## src/rtl/execute_stage_ctrl_pkg.sv

```systemverilog
// Shared types and widths for the execute-stage control block.
package common;
  localparam int MC_LAT_W = 4;

  typedef enum logic [1:0] {
    IDLE     = 2'd0,
    EXEC_MC  = 2'd1,
    WAIT_OUT = 2'd2
  } exec_ctrl_state_t;
endpackage

```

## src/rtl/execute_stage_ctrl_if.sv

```systemverilog
// Decode/memory handshake and multicycle-unit control bundle for the execute stage.
interface execute_stage_ctrl_if;
  import common::*;

  logic                in_valid;
  logic                in_multicycle;
  logic [MC_LAT_W-1:0] in_latency;
  logic                out_ready;
  logic                flush;
  logic                overflow_flag;
  logic                ovf_trap_en;
  logic                in_ready;
  logic                out_load;
  logic                out_valid;
  logic                mc_start;
  logic                mc_abort;
  logic                mc_busy;
  logic [MC_LAT_W-1:0] mc_count;
  logic                ovf_trap;

  modport master (
    output in_valid, in_multicycle, in_latency, out_ready, flush,
           overflow_flag, ovf_trap_en,
    input  in_ready, out_load, out_valid, mc_start, mc_abort, mc_busy,
           mc_count, ovf_trap
  );

  modport slave (
    input  in_valid, in_multicycle, in_latency, out_ready, flush,
           overflow_flag, ovf_trap_en,
    output in_ready, out_load, out_valid, mc_start, mc_abort, mc_busy,
           mc_count, ovf_trap
  );
endinterface

```

## src/rtl/execute_stage_ctrl_mc_latency_counter.sv

```systemverilog
// Down-counter tracking remaining multicycle cycles; saturates at 1 until cleared.
module mc_latency_counter
  import common::*;
(
  input  logic                clk,
  input  logic                reset,
  input  logic                load,
  input  logic                dec,
  input  logic                clr,
  input  logic [MC_LAT_W-1:0] load_val,
  output logic [MC_LAT_W-1:0] count,
  output logic                is_one
);
  logic [MC_LAT_W-1:0] count_p0;

  always_ff @(posedge clk) begin
    if (reset || clr)
      count_p0 <= '0;
    else if (load)
      count_p0 <= load_val;
    else if (dec && (count_p0 > MC_LAT_W'(1)))
      count_p0 <= count_p0 - MC_LAT_W'(1);
  end

  assign count  = count_p0;
  assign is_one = (count_p0 == MC_LAT_W'(1));
endmodule

```

## src/rtl/execute_stage_ctrl.sv

```systemverilog
// Execute-stage control: issue handshake, multicycle sequencing, output register
// valid tracking, flush abort and overflow trap generation.
module execute_stage_ctrl
  import common::*;
(
  input  logic               clk,
  input  logic               reset,
  execute_stage_ctrl_if.slave bus
);
  exec_ctrl_state_t    state_p0, state_nxt;
  logic                vld_p1;
  logic                ovf_trap_p1;
  logic                slot_free, accept;
  logic                in_ready_c, out_load_c, mc_start_c, mc_abort_c;
  logic                cnt_load, cnt_dec, cnt_clr, cnt_is_one;
  logic [MC_LAT_W-1:0] cnt_value, lat_eff;

  assign slot_free  = !vld_p1 || bus.out_ready;
  assign in_ready_c = !reset && (state_p0 == IDLE) && slot_free && !bus.flush;
  assign accept     = bus.in_valid && in_ready_c;
  assign lat_eff    = (bus.in_latency == '0) ? MC_LAT_W'(1) : bus.in_latency;

  mc_latency_counter u_cnt (
    .clk      (clk),
    .reset    (reset),
    .load     (cnt_load),
    .dec      (cnt_dec),
    .clr      (cnt_clr),
    .load_val (lat_eff),
    .count    (cnt_value),
    .is_one   (cnt_is_one)
  );

  always_ff @(posedge clk) begin
    if (reset) state_p0 <= IDLE;
    else       state_p0 <= state_nxt;
  end

  // Flush takes priority over completion in both busy states.
  always_comb begin
    state_nxt  = state_p0;
    out_load_c = 1'b0;
    mc_start_c = 1'b0;
    mc_abort_c = 1'b0;
    cnt_load   = 1'b0;
    cnt_dec    = 1'b0;
    cnt_clr    = 1'b0;
    unique case (state_p0)
      IDLE: begin
        if (accept) begin
          if (bus.in_multicycle) begin
            mc_start_c = 1'b1;
            cnt_load   = 1'b1;
            state_nxt  = EXEC_MC;
          end else begin
            out_load_c = 1'b1;
          end
        end
      end
      EXEC_MC: begin
        if (bus.flush) begin
          mc_abort_c = 1'b1;
          cnt_clr    = 1'b1;
          state_nxt  = IDLE;
        end else if (cnt_is_one) begin
          if (slot_free) begin
            out_load_c = 1'b1;
            cnt_clr    = 1'b1;
            state_nxt  = IDLE;
          end else begin
            state_nxt  = WAIT_OUT;
          end
        end else begin
          cnt_dec = 1'b1;
        end
      end
      WAIT_OUT: begin
        if (bus.flush) begin
          mc_abort_c = 1'b1;
          cnt_clr    = 1'b1;
          state_nxt  = IDLE;
        end else if (slot_free) begin
          out_load_c = 1'b1;
          cnt_clr    = 1'b1;
          state_nxt  = IDLE;
        end
      end
      default: state_nxt = IDLE;
    endcase
    if (reset) begin
      state_nxt  = IDLE;
      out_load_c = 1'b0;
      mc_start_c = 1'b0;
      mc_abort_c = 1'b0;
      cnt_load   = 1'b0;
      cnt_dec    = 1'b0;
      cnt_clr    = 1'b0;
    end
  end

  // Output register valid and one-cycle-late overflow trap.
  always_ff @(posedge clk) begin
    if (reset) begin
      vld_p1      <= 1'b0;
      ovf_trap_p1 <= 1'b0;
    end else begin
      if (out_load_c)         vld_p1 <= 1'b1;
      else if (bus.out_ready) vld_p1 <= 1'b0;
      ovf_trap_p1 <= out_load_c && bus.overflow_flag && bus.ovf_trap_en;
    end
  end

  assign bus.in_ready  = in_ready_c;
  assign bus.out_load  = out_load_c;
  assign bus.out_valid = vld_p1;
  assign bus.mc_start  = mc_start_c;
  assign bus.mc_abort  = mc_abort_c;
  assign bus.mc_busy   = (state_p0 != IDLE);
  assign bus.mc_count  = cnt_value;
  assign bus.ovf_trap  = ovf_trap_p1;
endmodule
```

## src/flat_wrapper.sv

```systemverilog
// flat-port wrapper written by rule: the top's interface ports become plain ports
module execute_stage_ctrl_flat import common::*;
  (clk, reset, bus_in_valid, bus_in_multicycle, bus_in_latency, bus_out_ready, bus_flush, bus_overflow_flag, bus_ovf_trap_en, bus_in_ready, bus_out_load, bus_out_valid, bus_mc_start, bus_mc_abort, bus_mc_busy, bus_mc_count, bus_ovf_trap);
  execute_stage_ctrl_if bus_i ();
  input  logic clk;
  input  logic reset;
  input wire logic [$bits(bus_i.in_valid)-1:0] bus_in_valid;
  input wire logic [$bits(bus_i.in_multicycle)-1:0] bus_in_multicycle;
  input wire logic [$bits(bus_i.in_latency)-1:0] bus_in_latency;
  input wire logic [$bits(bus_i.out_ready)-1:0] bus_out_ready;
  input wire logic [$bits(bus_i.flush)-1:0] bus_flush;
  input wire logic [$bits(bus_i.overflow_flag)-1:0] bus_overflow_flag;
  input wire logic [$bits(bus_i.ovf_trap_en)-1:0] bus_ovf_trap_en;
  output wire logic [$bits(bus_i.in_ready)-1:0] bus_in_ready;
  output wire logic [$bits(bus_i.out_load)-1:0] bus_out_load;
  output wire logic [$bits(bus_i.out_valid)-1:0] bus_out_valid;
  output wire logic [$bits(bus_i.mc_start)-1:0] bus_mc_start;
  output wire logic [$bits(bus_i.mc_abort)-1:0] bus_mc_abort;
  output wire logic [$bits(bus_i.mc_busy)-1:0] bus_mc_busy;
  output wire logic [$bits(bus_i.mc_count)-1:0] bus_mc_count;
  output wire logic [$bits(bus_i.ovf_trap)-1:0] bus_ovf_trap;
  assign bus_i.in_valid = bus_in_valid;
  assign bus_i.in_multicycle = bus_in_multicycle;
  assign bus_i.in_latency = bus_in_latency;
  assign bus_i.out_ready = bus_out_ready;
  assign bus_i.flush = bus_flush;
  assign bus_i.overflow_flag = bus_overflow_flag;
  assign bus_i.ovf_trap_en = bus_ovf_trap_en;
  assign bus_in_ready = bus_i.in_ready;
  assign bus_out_load = bus_i.out_load;
  assign bus_out_valid = bus_i.out_valid;
  assign bus_mc_start = bus_i.mc_start;
  assign bus_mc_abort = bus_i.mc_abort;
  assign bus_mc_busy = bus_i.mc_busy;
  assign bus_mc_count = bus_i.mc_count;
  assign bus_ovf_trap = bus_i.ovf_trap;
  execute_stage_ctrl u_core (.clk(clk), .reset(reset), .bus(bus_i));
endmodule
```

## config.mk

```make
export PLATFORM = sky130hd
export DESIGN_NAME = execute_stage_ctrl_flat
export DESIGN_NICKNAME = d
export VERILOG_FILES = /design/src/rtl/execute_stage_ctrl_pkg.sv /design/src/rtl/execute_stage_ctrl_if.sv /design/src/rtl/execute_stage_ctrl_mc_latency_counter.sv /design/src/rtl/execute_stage_ctrl.sv /design/src/flat_wrapper.sv
export SDC_FILE = /design/constraint.sdc
export NUM_CORES = 1
export LEC_CHECK = 0
export CAP_MARGIN = 15
export CORE_MARGIN = 2
export CORE_UTILIZATION = 28
export DETAILED_ROUTE_END_ITERATION = 10
export PLACE_DENSITY = 0.65
export SLEW_MARGIN = 10
export SYNTH_ARGS = -nofsm -noshare
export SYNTH_HDL_FRONTEND = slang
export SYNTH_SLANG_ARGS = --single-unit
```

## constraint.sdc

```tcl
create_clock -name clk -period 1.6 [get_ports clk]
set_input_delay 0.24 -clock clk [delete_from_list [all_inputs] [get_ports clk]]
set_output_delay 0.24 -clock clk [all_outputs]
set_load 0.02 [all_outputs]
```

==> metrics.md, run 1 <==
| Metric | Value |
|---|---|
| Total core area | `2210 sq um` |
| Mean post-synth cell area | `8.90 sq um` |
| Worst setup slack after placement | `-0.558 ns` |
| Main flop type after synthesis | `sky130_fd_sc_hd__dfxtp_1` |
| Number of antenna violations at the first check in global routing | `0` |
| Most used standard cells in the synthesized netlist | `8 x sky130_fd_sc_hd__dfxtp_1, 8 x sky130_fd_sc_hd__nand2_1, 7 x sky130_fd_sc_hd__ha_1, 7 x sky130_fd_sc_hd__nor2_1, 6 x sky130_fd_sc_hd__inv_1` |
| Share of final-layout standard cells stronger than drive strength 1 | `48.0%` |
| Post-route cell area | `1250 sq um` |
| Via count of the first global-routing pass | `750` |
| Area leader, netlist | `sky130_fd_sc_hd__dfxtp_1` |
| Largest net degree at the start of global routing | `9` |
| Residual DRC | `0` |
| Worst path arrival time | `1.43 ns` |
| Average wire per cell in the routed design | `13.1 microns` |
| Share of the cycle needed by the critical path after routing | `104%` |
| Max capacitance violation total | `0` |
| Setup Viol. Count Final | `1` |
| Number of placement rows | `17` |
| Level count of the clock H-tree | `1` |
| Power Dens Cells | `866 nW/um^2` |
| Post-cts hold buffer count | `0` |
| Total routing usage reported by global routing | `16.5%` |
| Initial Utilization | `29.4%` |
| Layout Skew | `0.00536 ns` |
| Clock period minus worst slack | `1.67 ns` |
| Fraction of registers with async set/reset | `0%` |
| Maximum resistive drop on vdd | `0.592 mV` |
| RSZ-0062 raised after global routing | `true` |
| Count of mapped cells out of synthesis | `73` |
| Via count | `723` |
| HPWL reported at the end of detailed placement | `1470 microns` |
| Global-route wire length before repair | `3240 microns` |
| Area Overhead vs Synth | `93.1%` |
| Hold crit path type | `primary input to register` |
| TritonCTS Sinks | `8` |
| Net Count, Synth | `92` |
| Die width | `52.2 microns` |
| GP Congestion | `0.771` |
| F_max | `599 MHz` |
| Die Span Y | `52.2 microns` |
| Delay contributed by the slowest stage of the critical path | `0.39 ns` |
| Crit path max fanout | `3` |
| Cell area reported after detailed placement | `1070 sq um` |
| Diode insertion count for antenna repair | `0` |
| Grt total ovfl | `0` |
| Count of yosys warnings during synthesis | `0` |
| Run status | `finished, violations left` |
| Worst-path cell with the longest stage delay | `sky130_fd_sc_hd__dfxtp_4` |
| Clock latency on the worst-skew pair | `0.27 ns` |
| Clock tree from TritonCTS | `yes` |
| Yosys top cell area share | `24.7%` |
| Via-to-Cell Ratio | `4.79` |
| Setup slack after layout | `-0.0682 ns` |
| Buffer depth of the longest clock path | `2` |
| Final hold slack | `0.462 ns` |
| Relative max-transition margin | `76.6%` |
| Num ports | `23` |
| DRC violation total after the first TritonRoute iteration | `10` |
| Library cells used by synthesis | `33` |
| Cell area after technology mapping | `649 sq um` |
| Required arrival time at the worst endpoint | `1.36 ns` |
| Antenna violation net count after detailed routing | `0` |
| Transition time at the pin with the least slew margin | `0.350 ns` |
| Number of flops mapped to enable cells by yosys | `0` |
| Worst Setup End Kind | `output port` |
| Startpoint class of the critical path | `register` |
| GR met2 Demand/Resource | `29.5%` |
| Fin nets | `144` |
| Root buffer cell | `sky130_fd_sc_hd__clkbuf_4` |
| Leakage power of the design | `0.580 nW` |
| Critical path cell sequence | `buf_12 -> ha_4 -> a31oi_2 -> o32ai_4 -> buf_6` |
| Final Max Tran Viols | `0` |
| Number of synthesized register bits | `8` |
| Total clock buffers created by CTS | `3` |
| Synth area leaders | `sky130_fd_sc_hd__dfxtp_1 25%, sky130_fd_sc_hd__ha_1 13%, sky130_fd_sc_hd__mux2i_1 4.6%, sky130_fd_sc_hd__nand2_1 4.6%, sky130_fd_sc_hd__nor2_1 4.0%` |
| Number of hold violations in the final report | `0` |
| Utilization of the core after routing | `56.7%` |
| Number of buffers added on ports | `22` |
| Clock-pin slew reported for the worst setup and hold paths after clock tree synthesis | `0.07 ns` |
| Met3 usage in global routing | `4.89%` |
| Die ar. | `2720 sq um` |
| Length of the first detailed-routing pass in iterations | `4` |
| Final total power | `1.09 mW` |
| Sequential element share of the synthesized area | `24.7%` |
| Most used routing layer | `met2` |
| Drt total wl | `1980 microns` |
| GR Util met1 | `18.2%` |
| Critical path class | `register to output port` |
| Failing checks | `setup timing` |
==> final timing paths <==
| path | from | end | slack, ns | depth (start not counted) |
|---|---|---|---|---|
| worst max-delay path | u_core.state_p0[0]$_SDFFE_PP0P_ | bus_out_load | -0.07 | 5 |
| worst min-delay path | reset | u_core.bus.out_valid$_SDFFE_PP0P_ | 0.46 | 3 |
| worst max register to register | u_core.state_p0[1]$_SDFFE_PP0P_ | u_core.state_p0[0]$_SDFFE_PP0P_ | 0 | 7 |
| worst min register to register | u_core.bus.out_valid$_SDFFE_PP0P_ | u_core.bus.out_valid$_SDFFE_PP0P_ | 0.52 | 2 |
==> critical path, delay by kind of cell (launching register included) <==
kind | cells | cell delay [ns]
adders and majority gates | 1 | 0.13
AOI/OAI and AO/OA | 2 | 0.36
DFF | 1 | 0.39
buffers and inverters | 2 | 0.27
==> stage by stage <==
| stage | setup TNS, ns | cells |
|---|---|---|
| 2_1_floorplan | 0 | 73 |
| 3_3_place_gp | -2.66 | 146 |
| 6_report | -0.0682 | 151 |
| 5_1_grt | -0.338 | 151 |
| 3_5_place_dp | -3.07 | 146 |
| 4_1_cts | -0.373 | 149 |
==> registers in the layout (all words and copies together) (netlist names) <==
register / flops
u_core.u_cnt.count: 4
u_core.state_p0: 2
u_core.bus.out_valid: 1
u_core.bus.ovf_trap: 1
==> where the power goes <==
part | internal (mW) | leakage (nW) | switching, mW
Sequential | 0.230 | 0.0665 | 0.0332
Clock | 0.0871 | 0.0138 | 0.0908
Combinational | 0.363 | 0.500 | 0.281
Total | 0.680 | 0.580 | 0.405
==> kinds of logic after synthesis <==
family          after synthesis  synth area share, %
compound gates               12                 17.5
xor+xnor                      1                 1.35
fa+ha+maj                     7                 13.5
buf+inv                       7                 5.20
flops                         8                 24.7
mux                           3                 4.62
simple gates                 35                 33.1
==> layer usage <==
metal / vias to the layer above / share of wire, %
li1: 363 / -
met1: 337 / 38
met2: 19 / 55
met3: 4 / 5.1
met4: 0 / 1.6
met5: - / 0
==> placed cells by master (no fill, tap or decap), types with 2 or more instances in the layout <==
cell / synthesis / routed
sky130_fd_sc_hd__nor2b_1: 2 / 2
sky130_fd_sc_hd__nand2_1: 8 / 7
sky130_fd_sc_hd__ha_2: 0 / 2
sky130_fd_sc_hd__clkbuf_4: 0 / 3
sky130_fd_sc_hd__nor2_1: 7 / 6
sky130_fd_sc_hd__inv_4: 0 / 2
sky130_fd_sc_hd__dlymetal6s2s_1: 0 / 5
sky130_fd_sc_hd__ha_1: 7 / 2
sky130_fd_sc_hd__ha_4: 0 / 3
sky130_fd_sc_hd__mux2i_1: 3 / 3
sky130_fd_sc_hd__nor3_1: 5 / 5
sky130_fd_sc_hd__buf_6: 1 / 5
sky130_fd_sc_hd__dfxtp_1: 8 / 6
sky130_fd_sc_hd__inv_1: 6 / 3
sky130_fd_sc_hd__nand2b_1: 3 / 3
sky130_fd_sc_hd__dfxtp_4: 0 / 2
sky130_fd_sc_hd__clkdlybuf4s50_1: 0 / 11
sky130_fd_sc_hd__nor2_4: 1 / 2
sky130_fd_sc_hd__buf_2: 0 / 2
sky130_fd_sc_hd__buf_4: 0 / 23
==> what timing repair did <==
action,4_1_cts,5_1_grt
pin swaps,3,12
setup endpoints to repair,10,14
setup buffers,0,2
gates cloned,0,0
resized for setup,29,33
==> layout make-up <==
type | count | area, sq um
clock buffers | 3 | 22.5
repair buffers | 48 | 440
inverters | 6 | 27.5
well taps | 28 | 35.0
multi-input cells | 58 | 561
fillers | 209 | 958
flip-flops and latches | 8 | 168
Note: power is estimated with default switching activity, not from simulation.
==> inputs of run 2 (changes only) <==
- MAX_ROUTING_LAYER: unset -> met4
==> run 2 against run 1 <==
Effect of this change:
- the flow still finishes with violations (setup timing)
- via count fell by 0.41%
- global-route usage rose by 0.43 points
- setup slack got worse by 0.0013 ns
- non-clock buffer count did not move
- core utilization did not move
- maximum frequency barely moved
- power barely moved
==> metrics.md, run 2 (synthesis results as in run 1) <==
| Metric | Value |
|---|---|
| Share of the cycle needed by the critical path after routing | `104%` |
| Initial Utilization | `29.4%` |
| Crit path max fanout | `3` |
| Via-to-Cell Ratio | `4.77` |
| Worst-path cell with the longest stage delay | `sky130_fd_sc_hd__dfxtp_4` |
| Average wire per cell in the routed design | `13.1 microns` |
| Kind of cell with the highest combined delay on the critical path | `flip-flops` |
| Power Dens Cells | `865 nW/um^2` |
| Final hold slack | `0.461 ns` |
| Buffer depth of the longest clock path | `2` |
| TritonCTS Sinks | `8` |
| Final total power | `1.09 mW` |
| Endpoint of the worst hold-timing path | `u_core.bus.out_valid$_SDFFE_PP0P_` |
| Die ar. | `2720 sq um` |
| Depth of the most critical reg-to-reg path | `7` |
| Relative max-transition margin | `76.6%` |
| Delay contributed by the slowest stage of the critical path | `0.39 ns` |
| RSZ-0062 raised after global routing | `true` |
| Critical path class | `register to output port` |
| Number of hold violations in the final report | `0` |
| RR Endpoint | `u_core.state_p0[0]$_SDFFE_PP0P_` |
| Largest net degree at the start of global routing | `9` |
| Clock-pin slew reported for the worst setup and hold paths after clock tree synthesis | `0.07 ns` |
| Hold crit path type | `primary input to register` |
| Startpoint class of the critical path | `register` |
| Diode insertion count for antenna repair | `0` |
| Final-layout fill cell count | `209` |
| Setup TNS | `-0.0695 ns` |
| Fin nets | `144` |
| Reg-to-reg slack, setup | `0 ns` |
| Via count of the first global-routing pass | `750` |
| Run status | `finished, violations left` |
| Drt total wl | `1980 microns` |
| Hold Crit Depth | `3` |
| Setup slack after layout | `-0.0695 ns` |
| Max capacitance violation total | `0` |
| Total routing usage reported by global routing | `17.0%` |
| Antenna violation net count after detailed routing | `0` |
| Transition time at the pin with the least slew margin | `0.350 ns` |
| Total clock buffers created by CTS | `3` |
| Layout Skew | `0.00502 ns` |
| Residual DRC | `0` |
| Post-route cell area | `1250 sq um` |
| Critical path cell sequence | `buf_12 -> ha_4 -> a31oi_2 -> o32ai_4 -> buf_6` |
| Cell area reported after detailed placement | `1070 sq um` |
| Required arrival time at the worst endpoint | `1.36 ns` |
| Length of the first detailed-routing pass in iterations | `4` |
| Source of the worst hold timing path | `reset` |
| Setup Viol. Count Final | `1` |
| Number of antenna violations at the first check in global routing | `0` |
| Global-route wire length before repair | `3240 microns` |
| Total core area | `2210 sq um` |
| Die Span Y | `52.2 microns` |
| Clock latency on the worst-skew pair | `0.27 ns` |
| DRC violation total after the first TritonRoute iteration | `10` |
| Leakage power of the design | `0.580 nW` |
| GP Congestion | `0.782` |
| Highest-count cells in the layout ignoring fill and taps | `23 x sky130_fd_sc_hd__buf_4, 11 x sky130_fd_sc_hd__clkdlybuf4s50_1, 7 x sky130_fd_sc_hd__nand2_1` |
| Root buffer cell | `sky130_fd_sc_hd__clkbuf_4` |
| Area Overhead vs Synth | `93.1%` |
| Number of placement rows | `17` |
| Maximum resistive drop on vdd | `0.592 mV` |
| Level count of the clock H-tree | `1` |
| Die width | `52.2 microns` |
| Buffer and inverter count on the worst path | `2` |
| Grt total ovfl | `0` |
| Via count | `720` |
| F_max | `599 MHz` |
| Clock tree from TritonCTS | `yes` |
| Share of final-layout standard cells stronger than drive strength 1 | `48.0%` |
| Clock period minus worst slack | `1.67 ns` |
| Worst setup slack after placement | `-0.558 ns` |
| Origin of the critical flop-to-flop path | `u_core.state_p0[1]$_SDFFE_PP0P_` |
| HPWL reported at the end of detailed placement | `1470 microns` |
| Number of buffers added on ports | `22` |
| Num ports | `23` |
| Final Max Tran Viols | `0` |
| Worst Setup End Kind | `output port` |
| Failing checks | `setup timing` |
| Leading cell type in the layout, fill and taps excluded | `sky130_fd_sc_hd__buf_4` |
| Worst path arrival time | `1.43 ns` |
| Largest register FFs | `4` |
[run 2: cell counts in the layout (fill, tap and decap cells not counted)]
Identical to the previous run, type by type.
[run 2: timing repair]
action / in CTS / in global routing
buffers inserted: 0 / 2
endpoints found under the setup margin: 10 / 14
hold endpoints to repair: 0 / 0
hold buffers: 0 / 0
gates resized for setup: 29 / 33
pin swaps: 3 / 12
[run 2: stage by stage]
step                instances  utilization, %
floorplan                  73               -
global placement          146            48.5
detailed placement        146            48.5
CTS                       149            49.4
global route              151            56.7
finish                    151            56.7
[run 2: layer usage]
layer | wire length (microns) | track usage (%) | vias to the layer above
met5 | 0 | - | -
met4 | 32 | 6.41 | 0
met3 | 101 | 4.89 | 4
met2 | 1090 | 29.5 | 19
met1 | 756 | 18.2 | 333
li1 | - | - | 364
[run 2: cell type report]
class	instances	area, sq um	share of cell area (%)
Clock buffer	3	22.5	1.80
Sequential cell	8	168	13.4
Multi-Input combinational cell	58	561	44.7
Tap cell	28	35.0	2.79
Inverter	6	27.5	2.20
Timing Repair Buffer	48	440	35.1
[run 2: worst reg2reg max path: stages, from the launching register on]
cell and delay (ns):
sky130_fd_sc_hd__dfxtp_4 0.37, sky130_fd_sc_hd__inv_4 0.09, sky130_fd_sc_hd__ha_4 0.14, sky130_fd_sc_hd__and3_4 0.18
sky130_fd_sc_hd__nand3_4 0.07, sky130_fd_sc_hd__buf_6 0.13, sky130_fd_sc_hd__a221oi_4 0.32, sky130_fd_sc_hd__mux2i_1 0.23
[run 2: how the worst max path moves through the flow]
stage,endpoint,cells past startpoint,slack (ns),startpoint
floorplan,u_core.state_p0[0]$_SDFFE_PP0P_,6,0.05,u_core.state_p0[0]$_SDFFE_PP0P_
CTS,bus_out_load,4,-0.14,u_core.state_p0[0]$_SDFFE_PP0P_
global placement,bus_out_load,4,-0.54,reset
detailed placement,bus_out_load,4,-0.56,reset
finish,bus_out_load,5,-0.07,u_core.state_p0[0]$_SDFFE_PP0P_
global route,bus_out_load,5,-0.13,u_core.state_p0[0]$_SDFFE_PP0P_
[run 2: power breakdown]
group / switching (mW) / internal, mW
Sequential: 0.0332 / 0.230
Combinational: 0.281 / 0.363
Clock: 0.0903 / 0.0871
